<file path="config.mk">
export PLATFORM = sky130hd
export DESIGN_NAME = uart_tx_queue
export DESIGN_NICKNAME = d
export VERILOG_FILES = /design/src/rtl/uart_tx_queue.sv
export SDC_FILE = /design/constraint.sdc
export NUM_CORES = 1
export LEC_CHECK = 0
export CORE_MARGIN = 2
export CORE_UTILIZATION = 46
export CTS_CLUSTER_DIAMETER = 120
export DETAILED_ROUTE_END_ITERATION = 10
export DONT_BUFFER_PORTS = 1
export HOLD_SLACK_MARGIN = 0.12
export PLACE_DENSITY_LB_ADDON = 0.3
export SETUP_SLACK_MARGIN = 0.1
export SLEW_MARGIN = 5
export SYNTH_ARGS = -nofsm -noshare
export SYNTH_HDL_FRONTEND = slang
export SYNTH_SLANG_ARGS = --single-unit
</file>
<file path="constraint.sdc">
create_clock -name clk_i -period 3.1 [get_ports clk_i]
set_input_delay 0.31 -clock clk_i [delete_from_list [all_inputs] [get_ports clk_i]]
set_output_delay 0.31 -clock clk_i [all_outputs]
set_load 0.01 [all_outputs]
</file>
<file path="src/rtl/uart_tx_queue.sv">
// Byte FIFO in front of the UART transmitter. Write strobes are spaced one
// full frame apart because the transmitter cannot report that it is busy.
module uart_tx_queue #(
    parameter int FREQ  = 27000000,
    parameter int BAUD  = 115200,
    parameter int DEPTH = 16
) (
    input  logic                     clk_i,
    input  logic                     rst_i,
    input  logic                     valid_i,
    input  logic [7:0]               data_i,
    output logic                     ready_o,
    input  logic                     flush_i,
    output logic                     write_o,
    output logic [7:0]               val_o,
    output logic [$clog2(DEPTH):0]   level_o,
    output logic                     idle_o
);

    localparam int BIT_CNT = FREQ / BAUD;
    localparam int GAP     = 11 * BIT_CNT;
    localparam int AW      = $clog2(DEPTH);
    localparam int LW      = AW + 1;
    localparam int CW      = $clog2(GAP);

    localparam logic [0:0] S_IDLE = 1'b0;
    localparam logic [0:0] S_WAIT = 1'b1;

    logic [7:0]    mem [DEPTH];
    logic [AW-1:0] rd_ptr;
    logic [AW-1:0] wr_ptr;
    logic [LW-1:0] level;
    logic [0:0]    state;
    logic [CW-1:0] gap_cnt;
    logic          push;
    logic          pop;
    logic          slot_free;

    assign ready_o = (level != LW'(DEPTH));
    assign push    = valid_i && ready_o;
    // The final WAIT cycle (counter at zero) may already issue the next strobe,
    // which keeps back-to-back strobes exactly GAP cycles apart.
    assign slot_free = (state == S_IDLE) || (gap_cnt == '0);
    assign pop       = slot_free && (level != '0) && !flush_i;

    assign level_o = level;
    assign idle_o  = (level == '0) && (state == S_IDLE) && !write_o;

    always_ff @(posedge clk_i) begin
        if (push) begin
            mem[wr_ptr] <= data_i;
        end
    end

    always_ff @(posedge clk_i or posedge rst_i) begin
        if (rst_i) begin
            rd_ptr <= '0;
            wr_ptr <= '0;
            level  <= '0;
        end else if (flush_i) begin
            rd_ptr <= '0;
            wr_ptr <= '0;
            level  <= '0;
        end else begin
            if (push) begin
                wr_ptr <= wr_ptr + 1'b1;
            end
            if (pop) begin
                rd_ptr <= rd_ptr + 1'b1;
            end
            case ({push, pop})
                2'b10:   level <= level + 1'b1;
                2'b01:   level <= level - 1'b1;
                default: level <= level;
            endcase
        end
    end

    always_ff @(posedge clk_i or posedge rst_i) begin
        if (rst_i) begin
            state   <= S_IDLE;
            gap_cnt <= '0;
            write_o <= 1'b0;
            val_o   <= 8'h00;
        end else begin
            write_o <= 1'b0;
            if (pop) begin
                write_o <= 1'b1;
                val_o   <= mem[rd_ptr];
                gap_cnt <= CW'(GAP - 1);
                state   <= S_WAIT;
            end else if (slot_free) begin
                state <= S_IDLE;
            end else begin
                gap_cnt <= gap_cnt - 1'b1;
            end
        end
    end

endmodule

</file>
==> results of run 1 <==
[repair_timing]
action / 4_1_cts / 5_1_grt
gates cloned: 0 / 0
hold buffers: 10 / 0
resized for setup: 1 / 5
hold endpoints to repair: 176 / 0
endpoints found under the setup margin: 1 / 1
[cells by family after synthesis]
group | Yosys count
buffers and inverters | 29
and+or+nand+nor | 114
xor gates and xnor gates | 16
AOI/OAI and AO/OA | 27
adders and majority gates | 8
DFF | 163
muxes | 43
[critical path, cell delays in order (launching register included)]
cell     delay (ns)
dfrtp_1        0.37
inv_1          0.08
ha_1           0.17
or4b_4         0.49
o31ai_4        0.23
nand3_2        0.12
nor2_2         0.13
xor2_1         0.08
ha_1           0.23
o31a_1         0.27
o32ai_2        0.22
mux2_1         0.34
[metal layers]
layer  global-route usage (%)  wire length [um]  up-vias
li1                         -                 -     1600
met1                    24.28              5977     1844
met2                    28.26              6309       68
met3                    5.263               511       20
met4                    5.752               199        0
met5                        0                 0        -
[cell type report]
type	count	share of cell area, %
Timing Repair Buffer	26	3.006
Clock inverter	13	1.745
Multi-Input combinational cell	208	25.26
Tap cell	184	2.973
Clock buffer	19	5.591
Sequential cell	163	60.97
Inverter	8	0.4525
[synth_stat cells, types with 2 or more instances]
library cell    n  area share, %
or4_1           6           0.67
ha_1            8            1.5
mux4_2         40             13
or3_1           5           0.46
nor4_1          4           0.37
dfrtp_1        35             13
clkbuf_1       10           0.55
a21oi_1         8           0.59
xor2_1          5           0.65
nand3_1         4           0.30
o21ai_1         2           0.15
xnor2_1        11            1.4
o31a_1          2           0.26
nor3_1         11           0.81
o21ai_0         3           0.22
and4_1          4           0.52
and2_1         12            1.1
inv_1           7           0.39
edfxtp_1      128             57
buf_2           4           0.30
buf_1           6           0.33
mux2_1          2           0.33
nor2_1         21            1.2
nand2_1        41            2.3
[metrics by stage]
| stage | util (%) | setup WS [ns] | std cells | instance area [um2] | power (mW) |
|---|---|---|---|---|---|
| final | 53.47 | 0.2443 | 621 | 7742 | 4.621 |
| after floorplan | - | 0.1351 | 400 | 6769 | 2.570 |
| after CTS | 53.28 | 0.1263 | 621 | 7715 | 4.648 |
| after global placement | 48.63 | 0.1412 | 579 | 7042 | 2.605 |
| after global routing | 53.47 | 0.1034 | 621 | 7742 | 4.773 |
| after detailed placement | 48.63 | 0.08038 | 579 | 7042 | 2.613 |
[where the power goes]
part	switching [mW]	internal (mW)	leakage, nW
Combinational	0.110	0.0657	0.731
Sequential	0.0250	2.40	1.60
Clock	0.833	1.18	0.267
[registers in the layout (all words and copies together), names as in the netlist]
name     flops
rd_ptr       4
wr_ptr       4
val_o        8
mem        128
state        1
gap_cnt     12
write_o      1
level_o      5
[worst max-delay path by stage]
stage / startpoint / to / slack (ns) / cells past startpoint
finish: gap_cnt[0]$_DFFE_PP0P_ / level_o[4]$_DFFE_PP0P_ / 0.24 / 11
global route: gap_cnt[0]$_DFFE_PP0P_ / level_o[4]$_DFFE_PP0P_ / 0.10 / 11
CTS: gap_cnt[0]$_DFFE_PP0P_ / level_o[4]$_DFFE_PP0P_ / 0.13 / 11
detailed placement: gap_cnt[0]$_DFFE_PP0P_ / level_o[4]$_DFFE_PP0P_ / 0.08 / 11
global placement: gap_cnt[0]$_DFFE_PP0P_ / level_o[4]$_DFFE_PP0P_ / 0.14 / 11
floorplan: gap_cnt[0]$_DFFE_PP0P_ / level_o[4]$_DFFE_PP0P_ / 0.14 / 11
==> qor.csv, run 1 <==
stage,metric,value,unit
status,status,"finished, final reports clean",
floorplan,die area,15700,um2
synthesis,simple-gate share of the synthesized area,8.355,%
layout,area of the multi-input gates,1956,um2
grt,first-pass GRT wire length,21.08,mm
floorplan,die width,125.3,um
worst_hold_path,worst hold-check path type,in -> reg,
clock_tree,Setup Buffers After CTS,0,
clock_tree,total CTS buffers,17,
synthesis,Syn. warnings,0,
layout,layout cells sized above 1,22.20,%
layout,final net count,444,
synthesis,post-synthesis sequential area ratio,69.72,%
synthesis,Async SR Flop Fraction,21.47,%
layout,"most common cell after layout, fill and taps aside",edfxtp_1,
worst_setup_path,CP required,3.41,ns
routing,initial DRC count,234,
layout,Synth-to-Final Area Change,14.38,%
floorplan,Top Ports,28,
layout,n_diodes,0,
grt,number of global-route vias before repair,3752,
power,Cell Pwr Density,596.8,nW/um2
worst_setup_path,R2R Path Start,gap_cnt[0]$_DFFE_PP0P_,
synthesis,post-synthesis adder-cell area fraction,1.479,%
routing,Vias/cell,5.688,
clock_tree,H-Tree Level Count,4,
synthesis,Synth Area in Compound Gates,2.699,%
sta,Period minus WS final,2.856,ns
sta,Max Clock Freq,350.2,MHz
routing,# DRC,0,
synthesis,"Avg Cell Area, Syn",16.92,um2
synthesis,main combinational cell family by area after synthesis,multiplexers,
worst_setup_path,reg-to-reg setup timing slack,0.24,ns
flow_run,number of max-cap violations,0,
clock_tree,root buf cell,clkbuf_16,
sta,Final Hold Viols,0,
floorplan,Core Area,14480,um2
worst_setup_path,CP Launch Type,flip-flop,
routing,routed len/inst,20.93,um
sta,# setup viols final,0,
clock_tree,# clock sinks,163,
grt,largest net degree at the start of global routing,36,
sta,Setup Skew,0.005640,ns
routing,vias,3532,
grt,remaining global-route overflow,0,
worst_setup_path,CP Data Arrival Time,3.17,ns
routing,First-pass DRT Iterations,6,
sta,TNS Setup,0,ns
routing,final wirelength,13.00,mm
power,LEAKAGE,2.594,nW
sta,RSZ-0062 raised after global routing,no,
floorplan,die span in y,125.3,um
sta,headroom to the max-slew limit,43.32,%
layout,sequential cell area,4721,um2
floorplan,Rows,44,
worst_setup_path,CP endpoint kind,flip-flop,
sta,Max Slew Vio Count,0,
worst_hold_path,hold worst-path end,level_o[3]$_DFFE_PP0P_,
clock_tree,CTS max path bufs,2,
synthesis,Mapped Cells,400,
synthesis,Post-synth EDFFs,128,
sta,Worst Tran Pin Value,0.8370,ns
layout,"commonest cells after routing, fill and taps aside","edfxtp_1 (128), nand2_1 (41), mux4_2 (40)",
synthesis,Mapped Area,6769,um2
synthesis,Post-Syn Nets,420,
placement,Port Buffer Count,0,
grt,initial antenna violation count,0,
placement,Placer Congestion,0.7959,
clock_tree,clock insertion delay at the later pin of the skew report,0.43,ns
worst_setup_path,R2R Path End,level_o[4]$_DFFE_PP0P_,
synthesis,mux cell area share after synthesis,13.81,%
synthesis,Synth Area in XOR/XNOR,2.070,%
layout,# fillers,1155,
routing,ANT nets after route,0,
synthesis,Synth Flop Type,edfxtp_1,
synthesis,Netlist cell types,45,
placement,HPWL Detailed,8.481,mm
sta,Hold WS,0.2310,ns
worst_setup_path,"Max FO, Critical Path",4,
floorplan,Initial Util,46.75,%
clock_tree,CTS tree,yes,
clock_tree,"Reg clk slew, reported paths",0.06,ns
power,Max VDD drop,0.4712,mV
grt,GR Util All Layers,17.90,%
sta,post-route clock period utilization,92.12,%
worst_setup_path,kind of critical path,reg -> reg,
worst_hold_path,hold path startpoint,flush_i,
worst_hold_path,Hold Crit Depth,4,
synthesis,"FF+latch count, synth",163,
worst_setup_path,worst r2r path cells,11,
No activity file was read; power rests on OpenSTA's default activity.
==> inputs of run 2 (changes only) <==
Settings changed: RECOVER_POWER from default to 100.
==> run 2 against run 1 <==
  * The flow now finishes with violations (max-capacitance violations, max-slew violations)
  * Final area decreased by 0.53%
  * Critical path type unchanged
  * Sequential cell count unchanged
  * Largest cell class unchanged
  * Final cell count unchanged
==> qor.csv, run 2 (synthesis results as in run 1) <==
stage,metric,value,unit
routing,initial DRC count,237,
worst_setup_path,kind of critical path,reg -> reg,
sta,RSZ-0062 raised after global routing,no,
power,Max VDD drop,0.4707,mV
routing,Vias/cell,5.660,
floorplan,Top Ports,28,
sta,Worst Tran Pin Value,1.639,ns
placement,Port Buffer Count,0,
worst_setup_path,worst r2r path cells,7,
floorplan,die span in y,125.3,um
clock_tree,# clock sinks,163,
worst_hold_path,worst hold-check path type,in -> async,
layout,final net count,444,
sta,Max Slew Vio Count,31,
grt,number of global-route vias before repair,3752,
layout,fin cells,621,
layout,layout cells sized above 1,19.91,%
layout,register with the most flip-flops,mem,
placement,DP Area,7042,um2
worst_setup_path,ordered list of cells on the worst path,or4_1 > clkbuf_1 > o31a_1 > or3_1 > clkinvlp_2 > o21ai_2 > a311oi_2,
power,Clk pwr share,43.6,%
floorplan,Initial Util,46.75,%
power,Logic pwr share,3.7,%
worst_setup_path,CP endpoint kind,flip-flop,
layout,Largest register FFs,128,
worst_setup_path,CP Launch Type,flip-flop,
routing,final wirelength,12.93,mm
clock_tree,CTS max path bufs,2,
sta,fin worst setup slack,0.2201,ns
power,LEAKAGE,2.541,nW
placement,worst slack at placement,0.08038,ns
clock_tree,"Reg clk slew, reported paths",0.06,ns
worst_setup_path,worst stage delay on the critical path,0.61,ns
power,Cell Pwr Density,598.8,nW/um2
grt,GR Util All Layers,17.90,%
sta,Setup Skew,0.005578,ns
sta,# setup viols final,0,
grt,remaining global-route overflow,0,
layout,Synth-to-Final Area Change,13.77,%
clock_tree,total CTS buffers,17,
worst_setup_path,CP max stage cell,or4_1,
clock_tree,H-Tree Level Count,4,
grt,first-pass GRT wire length,21.08,mm
clock_tree,root buf cell,clkbuf_16,
status,failing checks,"max-capacitance violations, max-slew violations",
sta,Period minus WS final,2.880,ns
routing,First-pass DRT Iterations,4,
sta,TNS Setup,0,ns
routing,routed len/inst,20.82,um
routing,ANT nets after route,0,
layout,top flop regs,"mem: 128 flops, gap_cnt: 12 flops, val_o: 8 flops",
floorplan,die width,125.3,um
floorplan,Core Area,14480,um2
placement,HPWL Detailed,8.481,mm
power,Int Power,3.647,mW
grt,initial antenna violation count,0,
layout,"most common cell after layout, fill and taps aside",edfxtp_1,
sta,Max Clock Freq,347.2,MHz
placement,Cells after DPL,579,
layout,n_diodes,0,
sta,post-route clock period utilization,92.90,%
routing,vias,3515,
clock_tree,CTS tree,yes,
sta,headroom to the max-slew limit,-9.278,%
worst_setup_path,R2R Path End,level_o[3]$_DFFE_PP0P_,
clock_tree,clock insertion delay at the later pin of the skew report,0.42,ns
flow_run,number of max-cap violations,1,
layout,"commonest cells after routing, fill and taps aside","edfxtp_1 (128), nand2_1 (41), mux4_2 (40)",
worst_setup_path,CP required,3.43,ns
status,status,"complete, but fails checks",
floorplan,die area,15700,um2
grt,largest net degree at the start of global routing,36,
layout,Post-Layout Inst Area,7701,um2
power,Sw Ratio,20.91,%
sta,Final Hold Viols,0,
worst_setup_path,"Max FO, Critical Path",17,
floorplan,Rows,44,
power,NetSw,0.9643,mW
routing,# DRC,0,
power,Flop pwr share,52.7,%
placement,Placer Congestion,0.7959,
worst_setup_path,reg-to-reg setup timing slack,0.22,ns
worst_setup_path,R2R Path Start,gap_cnt[5]$_DFFE_PP0P_,
worst_setup_path,CP Data Arrival Time,3.21,ns
-- run 2: worst max-delay path by stage --
stage / start / end / slack [ns] / cells past startpoint
final: gap_cnt[5]$_DFFE_PP0P_ / level_o[3]$_DFFE_PP0P_ / 0.22 / 7
after global routing: level_o[1]$_DFFE_PP0P_ / level_o[4]$_DFFE_PP0P_ / 0.07 / 10
after CTS: gap_cnt[0]$_DFFE_PP0P_ / level_o[4]$_DFFE_PP0P_ / 0.13 / 11
after detailed placement: gap_cnt[0]$_DFFE_PP0P_ / level_o[4]$_DFFE_PP0P_ / 0.08 / 11
after global placement: gap_cnt[0]$_DFFE_PP0P_ / level_o[4]$_DFFE_PP0P_ / 0.14 / 11
after floorplan: gap_cnt[0]$_DFFE_PP0P_ / level_o[4]$_DFFE_PP0P_ / 0.14 / 11
-- run 2: routing by layer --
layer / GRT usage, % / routed length [um]
met1: 24.28 / 5988
met2: 28.26 / 6278
met3: 5.263 / 461
met4: 5.752 / 204
met5: 0 / 0
-- run 2: stage by stage --
step                total power, mW  hold slack [ns]  util [%]
floorplan                     2.570           0.4089         -
global placement              2.605           0.1201     48.63
detailed placement            2.613           0.1318     48.63
CTS                           4.648           0.2144     53.28
global route                  4.768           0.2594     53.19
finish                        4.612           0.2271     53.19
-- run 2: timing repair --
item | CTS | global route
endpoints found under the hold margin | 176 | 0
gates resized for setup | 1 | 5
hold buffers | 10 | 0
buffers inserted | 0 | 0
endpoints found under the setup margin | 1 | 1
-- run 2: cell type report --
type | count | area [um2]
fillers | 1159 | 6778
flip-flops and latches | 163 | 4721
multi-input cells | 208 | 1956
clock buffers | 19 | 432.9
well taps | 184 | 230.2
repair buffers | 26 | 195.2
clock inverters | 13 | 135.1
inverters | 8 | 31.28
-- run 2: power by group through the flow --
| stage | Sequential (mW) | Clock, mW | Combinational (mW) |
|---|---|---|---|
| 4_1_cts | 2.43 | 2.04 | 0.175 |
| 3_3_place_gp | 2.47 | 0 | 0.134 |
| 5_1_grt | 2.43 | 2.14 | 0.190 |
| 6_report | 2.43 | 2.01 | 0.170 |
| 3_5_place_dp | 2.47 | 0 | 0.138 |
| 2_1_floorplan | 2.47 | 0 | 0.100 |
-- run 2: worst max-delay path, delay by kind of cell, from the launching register on --
kind | cells | cell delay, ns
compound gates | 3 | 0.75
flops | 1 | 0.41
simple gates | 2 | 0.98
buf+inv | 2 | 0.65
